**src/rtl/arb_requester.sv**
```systemverilog
// arb_requester: requester side of the fixed-priority arbiter.
// Each of NCH independent channels accepts a burst job and raises REQ.
// While granted, it issues job_len+1 beats, then drops REQ for one
// RELEASE cycle so the arbiter can re-arbitrate.
module arb_requester #(
   parameter int NCH     = 4,
   parameter int LEN_W   = 4,
   parameter int TIMEOUT = 16
) (
   input  logic                 clk,
   input  logic                 reset,
   input  logic [NCH-1:0]       job_valid,
   input  logic [NCH*LEN_W-1:0] job_len,
   output logic [NCH-1:0]       job_ready,
   output logic [NCH-1:0]       REQ,
   input  logic [NCH-1:0]       GNT,
   output logic [NCH-1:0]       beat_valid,
   output logic [NCH-1:0]       done,
   output logic [NCH-1:0]       starve,
   output logic [NCH-1:0]       gnt_err
);

   localparam int WAIT_W = $clog2(TIMEOUT + 1);
   localparam logic [WAIT_W-1:0] TMO = WAIT_W'(TIMEOUT);

   typedef enum logic [1:0] {
      S_IDLE,
      S_WAIT,
      S_XFER,
      S_REL
   } state_t;

   state_t            state_q [NCH];
   state_t            state_d [NCH];
   logic [LEN_W-1:0]  beat_q  [NCH];
   logic [LEN_W-1:0]  beat_d  [NCH];
   logic [WAIT_W-1:0] wait_q  [NCH];
   logic [WAIT_W-1:0] wait_d  [NCH];

   // starved_q remembers that the starve pulse for this wait was already sent,
   // since the saturated wait counter alone cannot tell first from later cycles.
   logic [NCH-1:0] starved_q, starved_d;
   logic [NCH-1:0] req_q, req_d;
   logic [NCH-1:0] done_q, done_d;
   logic [NCH-1:0] starve_q, starve_d;
   logic [NCH-1:0] gnt_err_q, gnt_err_d;

   // Per-channel next-state, counters, and registered-output next values.
   always_comb begin
      for (int i = 0; i < NCH; i++) begin
         state_d[i]   = state_q[i];
         beat_d[i]    = beat_q[i];
         wait_d[i]    = wait_q[i];
         starved_d[i] = starved_q[i];
         starve_d[i]  = 1'b0;

         job_ready[i]  = (state_q[i] == S_IDLE);
         beat_valid[i] = (state_q[i] == S_XFER) && GNT[i];

         case (state_q[i])
            S_IDLE: begin
               if (job_valid[i]) begin
                  beat_d[i]    = job_len[i*LEN_W +: LEN_W];
                  wait_d[i]    = '0;
                  starved_d[i] = 1'b0;
                  state_d[i]   = S_WAIT;
               end
            end
            S_WAIT: begin
               if (wait_q[i] != TMO) begin
                  wait_d[i] = wait_q[i] + WAIT_W'(1);
               end
               if ((wait_q[i] == TMO) && !starved_q[i]) begin
                  starve_d[i]  = 1'b1;
                  starved_d[i] = 1'b1;
               end
               if (GNT[i]) begin
                  state_d[i] = S_XFER;
               end
            end
            S_XFER: begin
               // Preempted cycles (GNT low) simply hold the counter.
               if (GNT[i]) begin
                  if (beat_q[i] == '0) begin
                     state_d[i] = S_REL;
                  end else begin
                     beat_d[i] = beat_q[i] - LEN_W'(1);
                  end
               end
            end
            S_REL: begin
               state_d[i] = S_IDLE;
            end
            default: begin
               state_d[i] = S_IDLE;
            end
         endcase

         req_d[i]     = (state_d[i] == S_WAIT) || (state_d[i] == S_XFER);
         done_d[i]    = (state_d[i] == S_REL);
         gnt_err_d[i] = GNT[i] && !req_q[i];
      end
   end

   // State and counter registers; reset aborts any burst without a done pulse.
   always_ff @(posedge clk or negedge reset) begin
      if (!reset) begin
         for (int i = 0; i < NCH; i++) begin
            state_q[i] <= S_IDLE;
            beat_q[i]  <= '0;
            wait_q[i]  <= '0;
         end
         starved_q <= '0;
         req_q     <= '0;
         done_q    <= '0;
         starve_q  <= '0;
         gnt_err_q <= '0;
      end else begin
         for (int i = 0; i < NCH; i++) begin
            state_q[i] <= state_d[i];
            beat_q[i]  <= beat_d[i];
            wait_q[i]  <= wait_d[i];
         end
         starved_q <= starved_d;
         req_q     <= req_d;
         done_q    <= done_d;
         starve_q  <= starve_d;
         gnt_err_q <= gnt_err_d;
      end
   end

   assign REQ     = req_q;
   assign done    = done_q;
   assign starve  = starve_q;
   assign gnt_err = gnt_err_q;

endmodule

```
**config.mk**
```make
export PLATFORM = sky130hd
export DESIGN_NAME = arb_requester
export DESIGN_NICKNAME = d
export VERILOG_FILES = /design/src/rtl/arb_requester.sv
export SDC_FILE = /design/constraint.sdc
export NUM_CORES = 1
export LEC_CHECK = 0
export ABC_CLOCK_PERIOD_IN_PS = 5200
export CAP_MARGIN = 20
export CORE_ASPECT_RATIO = 1.75
export CORE_MARGIN = 10
export CORE_UTILIZATION = 59
export DETAILED_ROUTE_END_ITERATION = 10
export HOLD_SLACK_MARGIN = 0.02
export MAX_ROUTING_LAYER = met4
export PLACE_DENSITY = 0.86
export SLEW_MARGIN = 20
export SYNTH_ARGS = -nofsm -noshare
export SYNTH_HDL_FRONTEND = slang
export SYNTH_SLANG_ARGS = --single-unit
export TNS_END_PERCENT = 20
```
**constraint.sdc**
```tcl
create_clock -name clk -period 5.2 [get_ports clk]
set_clock_uncertainty 0.15 [all_clocks]
set_input_delay 0.52 -clock clk [delete_from_list [all_inputs] [get_ports clk]]
set_output_delay 0.52 -clock clk [all_outputs]
set_load 0.05 [all_outputs]
```
==> results.md <==
- The class of the most critical setup path is in -> out.
- After synthesis, the largest area contributor takes up 47.0% of total cell area.
- The number of iterations in the first detailed-routing pass is 5.
- The setup slack after layout is 2330 ps.
- The fraction of final layout cells with drive strength greater than 1 is 8.76%.
- Leaving out fill and tap cells, the most frequent cells in the layout are sky130_fd_sc_hd__dfrtp_1, sky130_fd_sc_hd__clkdlybuf4s50_1, sky130_fd_sc_hd__inv_1, sky130_fd_sc_hd__nand2_1, sky130_fd_sc_hd__o21ai_0.
- Traced cell by cell, the critical path runs through clkdlybuf4s50_1 > nand3b_1 > inv_1 > clkdlybuf4s50_1.
- The cell with the biggest individual delay on the critical path is sky130_fd_sc_hd__clkdlybuf4s50_1.
- Dividing the detail-routed via count by the number of cells gives 5.74.
- During I/O placement, the number of pins put on the boundary was 50.
- In the global route stage, met3 resource usage came out at 5.12%.
- In this run the number of H-tree levels came out at 3.
- The final worst-path cycle share is 55.1%.
- The global routing usage on met2 is 28.0%.
- After clock tree synthesis, the flow added hold-fix buffers numbering 0.
- The total of warnings raised by yosys is 0.
- OpenSTA, run right after detailed placement, puts the worst setup slack at 2340 ps.
- The routed length per placed instance is 15.0 µm.
- The flop-to-flop setup slack is 3250 ps.
- The number of max-cap violations is 0.
- In this run the power density over the cells is 583 mW/mm².
- The kind of end point of the critical path is an output pin.
- The leakage component of the power is 0.00183 µW.
- The number of antenna violations at the first check in global routing is 0.
- The worst-case vdd ir drop is 0.000424 V.
- After detailed routing, the number of remaining DRC violations is 0.
- The die is 121 µm tall.
- The final layout contains routed wiring with a total length of 6980 µm.
- The number of flops mapped to enable cells by yosys is 0.
- The global-route track usage on met1 is 16.7%.
- From synthesis to final layout, the design area changed by 21.5%.
- The buffer depth of the longest clock path is 2.
- After filler insertion, the fill cell instance count of the layout stands at 431.
- The quantity of I/O buffers inserted on ports is 49.
- The share of the Yosys chip area taken by registers is 47.0%.
- Once the floorplan was initialized, standard cells occupied 61.1% of the core.
- The pin count of the biggest net entering global routing is 65.
- After synthesis, the share of flip-flops with an asynchronous set or reset is 100%.
- The count of cells resized by post-cts repair is 0.
- The cell accounting for the most synthesized area is sky130_fd_sc_hd__dfrtp_1.
- In this run the most used layer during global routing was met2.
- The global-route wire length before repair is 12200 µm.
- Summed over all nets, the half-perimeter wirelength after detailed placement is 5140 µm.
- Headroom to the max-slew limit came out at 47.1%.
- The net count of the finished layout is 425.
- The most numerous cell type found on the critical path is sky130_fd_sc_hd__clkdlybuf4s50_1.
- The path class of the tightest hold or removal check is in -> async.
- After synthesis, the mean cell area works out to 10.2 µm².
- The final standard cell area without fillers is 0.00415 mm².
- The peak per-stage delay on the critical path is 800 ps.
- The data arrival time of the critical path is 2200 ps.
- The number of instances in the placed design is 448.
- CTS placed an instance of sky130_fd_sc_hd__clkbuf_8 at the clock tree root.
- The placement row count is 36.
- At the later pin of the worst-skew pair, clock insertion delay measures 350 ps.
- Once the clock tree was built, the setup fixing pass inserted 0 buffers.
- TritonCTS built the clock tree.
- The worst path in the final design needs a cycle of 2870 ps, including I/O delays and setup.
- The critical path launch point type is an input port.
- The CTS sink count is 64.
- The sum of negative setup slack is 0 ps.
- Setup violations remaining at the end of the flow were counted as 0.
- The worst register-to-register path has a depth of 3.
- The transition at the pin with the smallest max-transition slack is 794 ps.
- The instance area after placement is 0.00393 mm².
- The area of the core is 0.00559 mm².
- The clock-pin slew on the worst setup and hold paths is 70 ps.
- By area the synthesized netlist is led by sky130_fd_sc_hd__dfrtp_1, sky130_fd_sc_hd__ha_1, sky130_fd_sc_hd__mux2i_1, sky130_fd_sc_hd__inv_1, sky130_fd_sc_hd__o21ai_0.
- The launching point of the worst reg2reg path is state_q[5].
- The dominant synthesized flop cell is sky130_fd_sc_hd__dfrtp_1.
- In this run, synthesis produced a sequential element count of 64.
- The cell area that synthesis handed to floorplanning was 0.00341 mm².
- Global routing finished with a remaining overflow of 0.
- The die covers 0.00934 mm².
- The achievable clock frequency is 349 MHz.
- The data required time of the worst path is 4530 ps.
- The die span in x is 77.5 µm.
- Global routing consumed, over all layers together, 16.3% of the routing resources.
- The run finished with clean final reports.
- The library cell used most frequently in the layout, excluding fill and tap cells, is sky130_fd_sc_hd__dfrtp_1.
- The final count of pins violating max slew is 0.
- The via count of the first global-routing pass is 2813.
- The worst hold slack across all endpoints is 176 ps.
- Setup repair after global routing left no endpoint under its margin.
- In this run the remaining antenna-violating nets after routing total 0.
- The net count after synthesis is 378.
- The largest fanout of any net on the critical path is 5.
- The final number of hold-violating endpoints is 0.
- The endpoint identified for the worst register-to-register timing path is beat_q[8].
- The count of inserted antenna diode cells is 0.
- The congestion estimate from routability-driven global placement came to 0.888.
- The non-filler instance count after layout is 464.
- The violation count after the first detailed-route iteration is 194.
- Buffers inserted during clock tree synthesis total 9.
- The number of library cell types mapped by synthesis is 45.
- The total via count in the routed design is 2662.
- In the synthesized netlist, the number of instances is 336.
[cell usage after synthesis (4+ instances only)]
library cell and count:
sky130_fd_sc_hd__dfrtp_1 64, sky130_fd_sc_hd__inv_1 28, sky130_fd_sc_hd__nand2_1 21, sky130_fd_sc_hd__o21ai_0 20, sky130_fd_sc_hd__nor2_1 17, sky130_fd_sc_hd__ha_1 16, sky130_fd_sc_hd__a21oi_1 14, sky130_fd_sc_hd__nand3_1 13
sky130_fd_sc_hd__nor3b_1 12, sky130_fd_sc_hd__mux2i_1 11, sky130_fd_sc_hd__nand2b_1 11, sky130_fd_sc_hd__nor2b_1 10, sky130_fd_sc_hd__nand3b_1 9, sky130_fd_sc_hd__o211ai_1 9, sky130_fd_sc_hd__or3_1 8, sky130_fd_sc_hd__buf_2 7
sky130_fd_sc_hd__nor4bb_1 5, sky130_fd_sc_hd__o221ai_1 5, sky130_fd_sc_hd__or3b_1 5, sky130_fd_sc_hd__clkbuf_1 4, sky130_fd_sc_hd__nor3_1 4, sky130_fd_sc_hd__o22ai_1 4
[stage by stage]
step	power, µW	utilization, %
floorplan	1670	-
global placement	1920	70.3
detailed placement	1960	70.3
CTS	2440	74.2
global route	2600	74.2
finish	2420	74.2
[layout make-up]
type / instances / area, µm² / share of cell area [%]
clock inverter: 7 / 96.3 / 2.32
multi-input combinational: 230 / 1630 / 39.3
tap: 76 / 95.1 / 2.29
inverter: 28 / 105 / 2.54
sequential: 64 / 1600 / 38.6
clock buffer: 9 / 124 / 2.99
timing repair buffer: 50 / 493 / 11.9
[registers in the layout (all words and copies together) (netlist names)]
| register | cells |
|---|---|
| state_q | 8 |
| gnt_err | 4 |
| REQ | 4 |
| done | 4 |
| starved_q | 4 |
| starve | 4 |
| wait_q | 20 |
| beat_q | 16 |
[critical path: cells and delay by family]
family / cells / cell delay, ps
AND/OR/NAND/NOR: 1 / 200
buffers and inverters: 3 / 1470
[per-layer routing]
metal / up-vias / share of wire [%]
met5: - / 0
met4: 0 / 1.7
met3: 10 / 4.4
met2: 59 / 54
met1: 1300 / 40
li1: 1293 / -
[cell families (layout without fill, tap and decap cells)]
group,after synthesis,after routing,synth area share (%)
and+or+nand+nor,127,127,23.7
AOI/OAI and AO/OA,73,73,14.0
DFF,64,64,47.0
buffers and inverters,42,94,5.25
adders and majority gates,16,16,5.87
muxes,14,14,4.22
[where the power goes]
group          total (µW)  internal [µW]  switching, µW  leakage (µW)
registers             882            672            210      0.000826
logic                1060            452            613      0.000898
clock network         469            269            199      0.000101
[worst max-delay path by stage]
stage / from / endpoint / cells past startpoint
after floorplan: state_q[7] / job_ready[0] / 2
after global placement: GNT[1] / beat_valid[1] / 4
after detailed placement: GNT[1] / beat_valid[1] / 4
after CTS: GNT[1] / beat_valid[1] / 4
after global routing: state_q[7] / beat_valid[0] / 3
final: GNT[1] / beat_valid[1] / 4
(Power assumes the default switching activity.)
